--- src/rtl/product_accumulator_pkg.sv ---
// Shared definitions for the product accumulator: product width helper,
// default multiplier latency and accumulator FSM encoding.
package product_accumulator_pkg;

    localparam int DEFAULT_LATENCY = 2;

    typedef enum logic {
        ST_EMPTY = 1'b0,
        ST_ACCUM = 1'b1
    } acc_state_e;

    function automatic int prod_width(input int width);
        return 2 * width;
    endfunction

endpackage

--- src/rtl/product_accumulator_valid_delay_line.sv ---
// Parameterised-depth shift register used to align issue-time sideband
// bits with a fixed-latency datapath.
module valid_delay_line #(
    parameter int DEPTH = 2,
    parameter int W     = 2
) (
    input  logic         clk,
    input  logic         rst_n,
    input  logic [W-1:0] d_i,
    output logic [W-1:0] q_o
);

    logic [W-1:0] stage_q [DEPTH];

    // shift sideband one stage per clock; reset flushes in-flight entries
    always_ff @(posedge clk or negedge rst_n) begin
        if (!rst_n) begin
            for (int i = 0; i < DEPTH; i++) begin
                stage_q[i] <= {W{1'b0}};
            end
        end else begin
            stage_q[0] <= d_i;
            for (int i = 1; i < DEPTH; i++) begin
                stage_q[i] <= stage_q[i-1];
            end
        end
    end

    assign q_o = stage_q[DEPTH-1];

endmodule

--- src/rtl/product_accumulator.sv ---
// Sums the multiplier product stream into per-vector dot products and
// presents each result through a valid/ready output register.
module product_accumulator
    import product_accumulator_pkg::*;
#(
    parameter int WIDTH     = 4,
    parameter int LATENCY   = DEFAULT_LATENCY,
    parameter int MAX_TERMS = 8,
    parameter int ACC_W     = 2*WIDTH + $clog2(MAX_TERMS)
) (
    input  logic                         clk,
    input  logic                         rst_n,
    input  logic                         issue_valid,
    input  logic                         issue_last,
    input  logic [2*WIDTH-1:0]           y,
    output logic                         out_valid,
    input  logic                         out_ready,
    output logic [ACC_W-1:0]             out_data,
    output logic [$clog2(MAX_TERMS):0]   out_count,
    output logic                         err_drop,
    output logic                         err_len,
    input  logic                         clr_err
);

    localparam int PW    = prod_width(WIDTH);
    localparam int CNT_W = $clog2(MAX_TERMS) + 1;

    logic [1:0]       side_s;
    logic [1:0]       dly_s;
    logic             p_valid_s;
    logic             p_last_s;

    acc_state_e       state_q, state_d;
    logic [ACC_W-1:0] acc_q, acc_d;
    logic [CNT_W-1:0] cnt_q, cnt_d;
    logic [ACC_W-1:0] sum_s;
    logic [CNT_W-1:0] cnt_nx_s;
    logic             close_s;
    logic             len_ev_s;

    logic             out_valid_q, out_valid_d;
    logic [ACC_W-1:0] out_data_q, out_data_d;
    logic [CNT_W-1:0] out_count_q, out_count_d;
    logic             err_drop_q, err_drop_d;
    logic             err_len_q, err_len_d;
    logic             load_s;
    logic             drop_s;

    // a last marker only means something on a valid term
    assign side_s = {issue_valid, issue_valid & issue_last};

    valid_delay_line #(
        .DEPTH (LATENCY),
        .W     (2)
    ) u_dly (
        .clk   (clk),
        .rst_n (rst_n),
        .d_i   (side_s),
        .q_o   (dly_s)
    );

    assign p_valid_s = dly_s[1];
    assign p_last_s  = dly_s[0];

    // accumulator FSM: running sum/count and vector close decision
    always_comb begin
        state_d  = state_q;
        acc_d    = acc_q;
        cnt_d    = cnt_q;
        close_s  = 1'b0;
        len_ev_s = 1'b0;
        sum_s    = ACC_W'(y);
        cnt_nx_s = CNT_W'(1);
        case (state_q)
            ST_EMPTY: begin
                sum_s    = ACC_W'(y);
                cnt_nx_s = CNT_W'(1);
            end
            ST_ACCUM: begin
                sum_s    = acc_q + ACC_W'(y);
                cnt_nx_s = cnt_q + CNT_W'(1);
            end
            default: begin
                sum_s    = ACC_W'(y);
                cnt_nx_s = CNT_W'(1);
            end
        endcase
        if (p_valid_s) begin
            if (p_last_s || (cnt_nx_s == CNT_W'(MAX_TERMS))) begin
                close_s  = 1'b1;
                len_ev_s = ~p_last_s;
                state_d  = ST_EMPTY;
                acc_d    = {ACC_W{1'b0}};
                cnt_d    = {CNT_W{1'b0}};
            end else begin
                state_d = ST_ACCUM;
                acc_d   = sum_s;
                cnt_d   = cnt_nx_s;
            end
        end else begin
            state_d = state_q;
        end
    end

    // a close into a full, stalled register loses the new result
    assign load_s = close_s & (~out_valid_q | out_ready);
    assign drop_s = close_s & out_valid_q & ~out_ready;

    // output register and sticky flags; set events win over clr_err
    always_comb begin
        out_valid_d = out_valid_q;
        out_data_d  = out_data_q;
        out_count_d = out_count_q;
        err_drop_d  = err_drop_q;
        err_len_d   = err_len_q;
        if (load_s) begin
            out_valid_d = 1'b1;
            out_data_d  = sum_s;
            out_count_d = cnt_nx_s;
        end else if (out_valid_q && out_ready) begin
            out_valid_d = 1'b0;
        end else begin
            out_valid_d = out_valid_q;
        end
        if (drop_s) begin
            err_drop_d = 1'b1;
        end else if (clr_err) begin
            err_drop_d = 1'b0;
        end else begin
            err_drop_d = err_drop_q;
        end
        if (close_s && len_ev_s) begin
            err_len_d = 1'b1;
        end else if (clr_err) begin
            err_len_d = 1'b0;
        end else begin
            err_len_d = err_len_q;
        end
    end

    // state registers
    always_ff @(posedge clk or negedge rst_n) begin
        if (!rst_n) begin
            state_q     <= ST_EMPTY;
            acc_q       <= {ACC_W{1'b0}};
            cnt_q       <= {CNT_W{1'b0}};
            out_valid_q <= 1'b0;
            out_data_q  <= {ACC_W{1'b0}};
            out_count_q <= {CNT_W{1'b0}};
            err_drop_q  <= 1'b0;
            err_len_q   <= 1'b0;
        end else begin
            state_q     <= state_d;
            acc_q       <= acc_d;
            cnt_q       <= cnt_d;
            out_valid_q <= out_valid_d;
            out_data_q  <= out_data_d;
            out_count_q <= out_count_d;
            err_drop_q  <= err_drop_d;
            err_len_q   <= err_len_d;
        end
    end

    assign out_valid = out_valid_q;
    assign out_data  = out_data_q;
    assign out_count = out_count_q;
    assign err_drop  = err_drop_q;
    assign err_len   = err_len_q;

    logic unused_s;
    assign unused_s = ^PW;

endmodule

--- config.mk ---
export PLATFORM = sky130hd
export DESIGN_NAME = product_accumulator
export DESIGN_NICKNAME = d
export VERILOG_FILES = /design/src/rtl/product_accumulator_pkg.sv /design/src/rtl/product_accumulator_valid_delay_line.sv /design/src/rtl/product_accumulator.sv
export SDC_FILE = /design/constraint.sdc
export NUM_CORES = 1
export LEC_CHECK = 0
export ABC_AREA = 1
export CELL_PAD_IN_SITES_DETAIL_PLACEMENT = 1
export CELL_PAD_IN_SITES_GLOBAL_PLACEMENT = 2
export CORE_MARGIN = 1
export CORE_UTILIZATION = 31
export CTS_CLUSTER_DIAMETER = 40
export DETAILED_ROUTE_END_ITERATION = 10
export PLACE_DENSITY = 0.87
export SYNTH_ARGS = -nofsm -noshare
export SYNTH_HDL_FRONTEND = slang
export SYNTH_SLANG_ARGS = --single-unit
--- constraint.sdc ---
create_clock -name clk -period 2.3 [get_ports clk]
set_input_delay 0.46 -clock clk [delete_from_list [all_inputs] [get_ports clk]]
set_output_delay 0.46 -clock clk [all_outputs]
set_load 0.01 [all_outputs]
==> out/metrics.cfg <==
[outcome]
status=complete, no violations

[timing]
maxSlewHeadroom=0.617
setup-violations-final=0
tightest_slew_ns=0.574
fin_skew_ns=0.00862
rsz0062_at_grt=false
fin_tns_setup_ns=0
final_max_slew_viol_count=0
fin_crit_ns=2.07
finalCritPeriodShare=0.898
finalHoldViolCount=0
setup_slack_ns=0.234
fmax_ghz=0.484

[synthesis]
netlist_instances=272
synth_area_per_cell_sq_um=7.86
synth_nets=296
yosysTopAreaCell=dfrtp_1
synth.most_common_cell=nand2_1
synth.top_cell.area_share=0.445
yosysSeqAreaShare=0.445
async_reset_ff_frac=1.00
syn_area_sq_mm=0.00214
netlist_top_cells_area=dfrtp_1 (44%), nand2_1 (18%), ha_1 (5.3%), inv_1 (4.9%), nand3_1 (4.4%)
yosysUniqueCellTypes=29
yosysWarnings=0
synth-seq-cells=38
synth_edf_count=0
synth_flop_cell=dfrtp_1
yosys-top-cells-count=nand2_1 (104), dfrtp_1 (38), inv_1 (28), nand3_1 (19), nor2_1 (17)

[layout]
num-fill-cells=808
postLayoutCellArea_sq_mm=0.00266
finish.utilization=0.409
antenna_cells=0
fin_nets=338
final_cells=392
post_route_cells_drive_above_1_share=0.114
syn2layout_area_growth_pct=24.3

[worst_setup_path]
cp_slowest_stage_delay_ns=0.42
crit_path_end_kind=register
cp_cell_sequence=clkdlybuf4s50_1 > ha_1 > fa_1 > nand2_1 > nand3_1 > nand3_1 > nand2_1 > o21ai_0 > nand2_1 > nand2_1
cp.arrival_ns=2.31
critical-path-top-delay-family=adder cells
path_class=primary input to register
crit_top_cell=nand2_1
worstReg2RegStart=cnt_q[0]
critPathLaunchType=primary input
r2r-end=out_data[0]
worstPathRequired_ns=2.54
path_buf_inv=1
cp_max_fo=4
cpMaxStageDelayCell=clkdlybuf4s50_1
r2r_setup_slack_ns=0.45
r2r_cells=7

[route]
vias=1889
dr.first_iter.drc_count=49
vias_per_cell=4.82
routed_wl_um=5710
post_drt_wl_per_cell_um=14.6
drtAntennaViolNets=0
drc=0
firstDrtPassIters=4

[clocking]
postCtsHoldBufs=0
tritoncts=done
clk_pin_slew_worst_paths_ns=0.08
cts_buffers=5
clkSinkCount=38
cts_max_level=2
clk_latency_ns=0.30
cts_root_buffer=clkbuf_8
postCtsSetupRepairBufs=0
clk_path_buf_depth=2
cts_resized=0

[placed_design]
dp.cells=384
io_buffers=31
dpl_cell_area_sq_mm=0.00256
detailed_place_hpwl_um=4310
place_congestion=0.788
place_ws_ns=-0.0851

[power]
power_density_mw_per_mm2=754
ir_drop_v=0.000335
power_leakage_nw=1.35

[floorplanning]
boundaryPins=32
die_area_sq_mm=0.00723
core_sq_mm=0.00649
start_util=0.329
die_w_um=85.0
std_cell_rows=29
die_h_um=85.0

[grt]
grt_pass1_wl_um=9980
overflow=0
grt_usage=0.180
grt_pass1_vias=2022
antenna_found_initial=0
grt_start_max_net_pins=26

[min_path]
hold_class=primary input to async pin

[job]
maxCapViolations=0

## report_power, final
| part | switching (mW) | internal [mW] |
|---|---|---|
| logic | 0.373 | 0.304 |
| clock network | 0.239 | 0.242 |
| registers | 0.0762 | 0.769 |
| total | 0.688 | 1.31 |
## layout make-up
cell class | instances | area, sq um | share of cell area
clock inverters | 1 | 5.00 | 0.00188
flip-flops and latches | 38 | 951 | 0.358
repair buffers | 40 | 373 | 0.140
well taps | 77 | 96.3 | 0.0363
inverters | 30 | 118 | 0.0443
clock buffers | 7 | 86.3 | 0.0325
multi-input cells | 199 | 1030 | 0.387
## state kept, by name, summed over array words and instances, names as in the netlist
name and flops:
acc_q 11, cnt_q 4, err_drop 1, err_len 1
out_count 4, out_data 11, out_valid 1, state_q 1
u_dly.q_o 2, u_dly.stage_q 2
## worst max-delay path by stage
stage / slack, ns / cells after the start / startpoint / end
after floorplan: 0.54 / 9 / y[0] / acc_q[6]
after global placement: -0.03 / 10 / y[0] / out_data[4]
after detailed placement: -0.09 / 10 / y[0] / acc_q[8]
after CTS: 0.24 / 10 / y[0] / acc_q[4]
after global routing: 0.03 / 10 / y[0] / acc_q[6]
final: 0.23 / 10 / y[0] / acc_q[4]
## cell families after synthesis
kind of cell | count (synthesis) | share of synthesized area
simple gates | 154 | 0.311
flops | 38 | 0.445
buf+inv | 35 | 0.0744
compound gates | 33 | 0.0984
fa+ha+maj | 10 | 0.0621
mux | 2 | 0.00937
## worst reg2reg max path: stages (launching register included)
cell and delay [ns]:
dfrtp_1 0.43, ha_1 0.33, nor2_1 0.13, nand2_2 0.07, o21bai_2 0.19, nand3_4 0.33, nand2_1 0.18, o21ai_2 0.06
## through the flow
stage               power [mW]  hold WS [ns]
floorplan                 1.25         0.164
global placement          1.52         0.336
detailed placement        1.54         0.341
CTS                       2.04         0.170
global route              2.16         0.189
finish                    2.00         0.154
## routing by layer
| layer | vias up | wire, um | track usage |
|---|---|---|---|
| met2 | 27 | 2880 | 0.315 |
| met1 | 906 | 2620 | 0.223 |
| li1 | 949 | - | - |
| met4 | 0 | 69 | 0.0601 |
| met3 | 7 | 138 | 0.0321 |
| met5 | - | 0 | 0 |
## cells in the final DEF (no fill, tap or decap), types with 2 or more instances in the layout
cell             Yosys  layout
or2_2                2       2
o22ai_1              3       3
clkdlybuf4s50_1      0      30
ha_1                 9       9
mux2i_1              2       2
nand3_1             19      19
clkbuf_8             0       6
a21oi_1              2       2
buf_4                0       9
nor2_1              17      17
o21ai_2              7       7
o21ai_1              3       3
inv_1               28      28
nand3b_1             2       2
nand4_1              3       3
nand2_1            104     104
dfrtp_1             38      38
o21ai_0             13      13
o21bai_1             2       2
nor2_4               2       2
nand2_2              2       2
No activity file was read; power rests on OpenSTA's default activity.
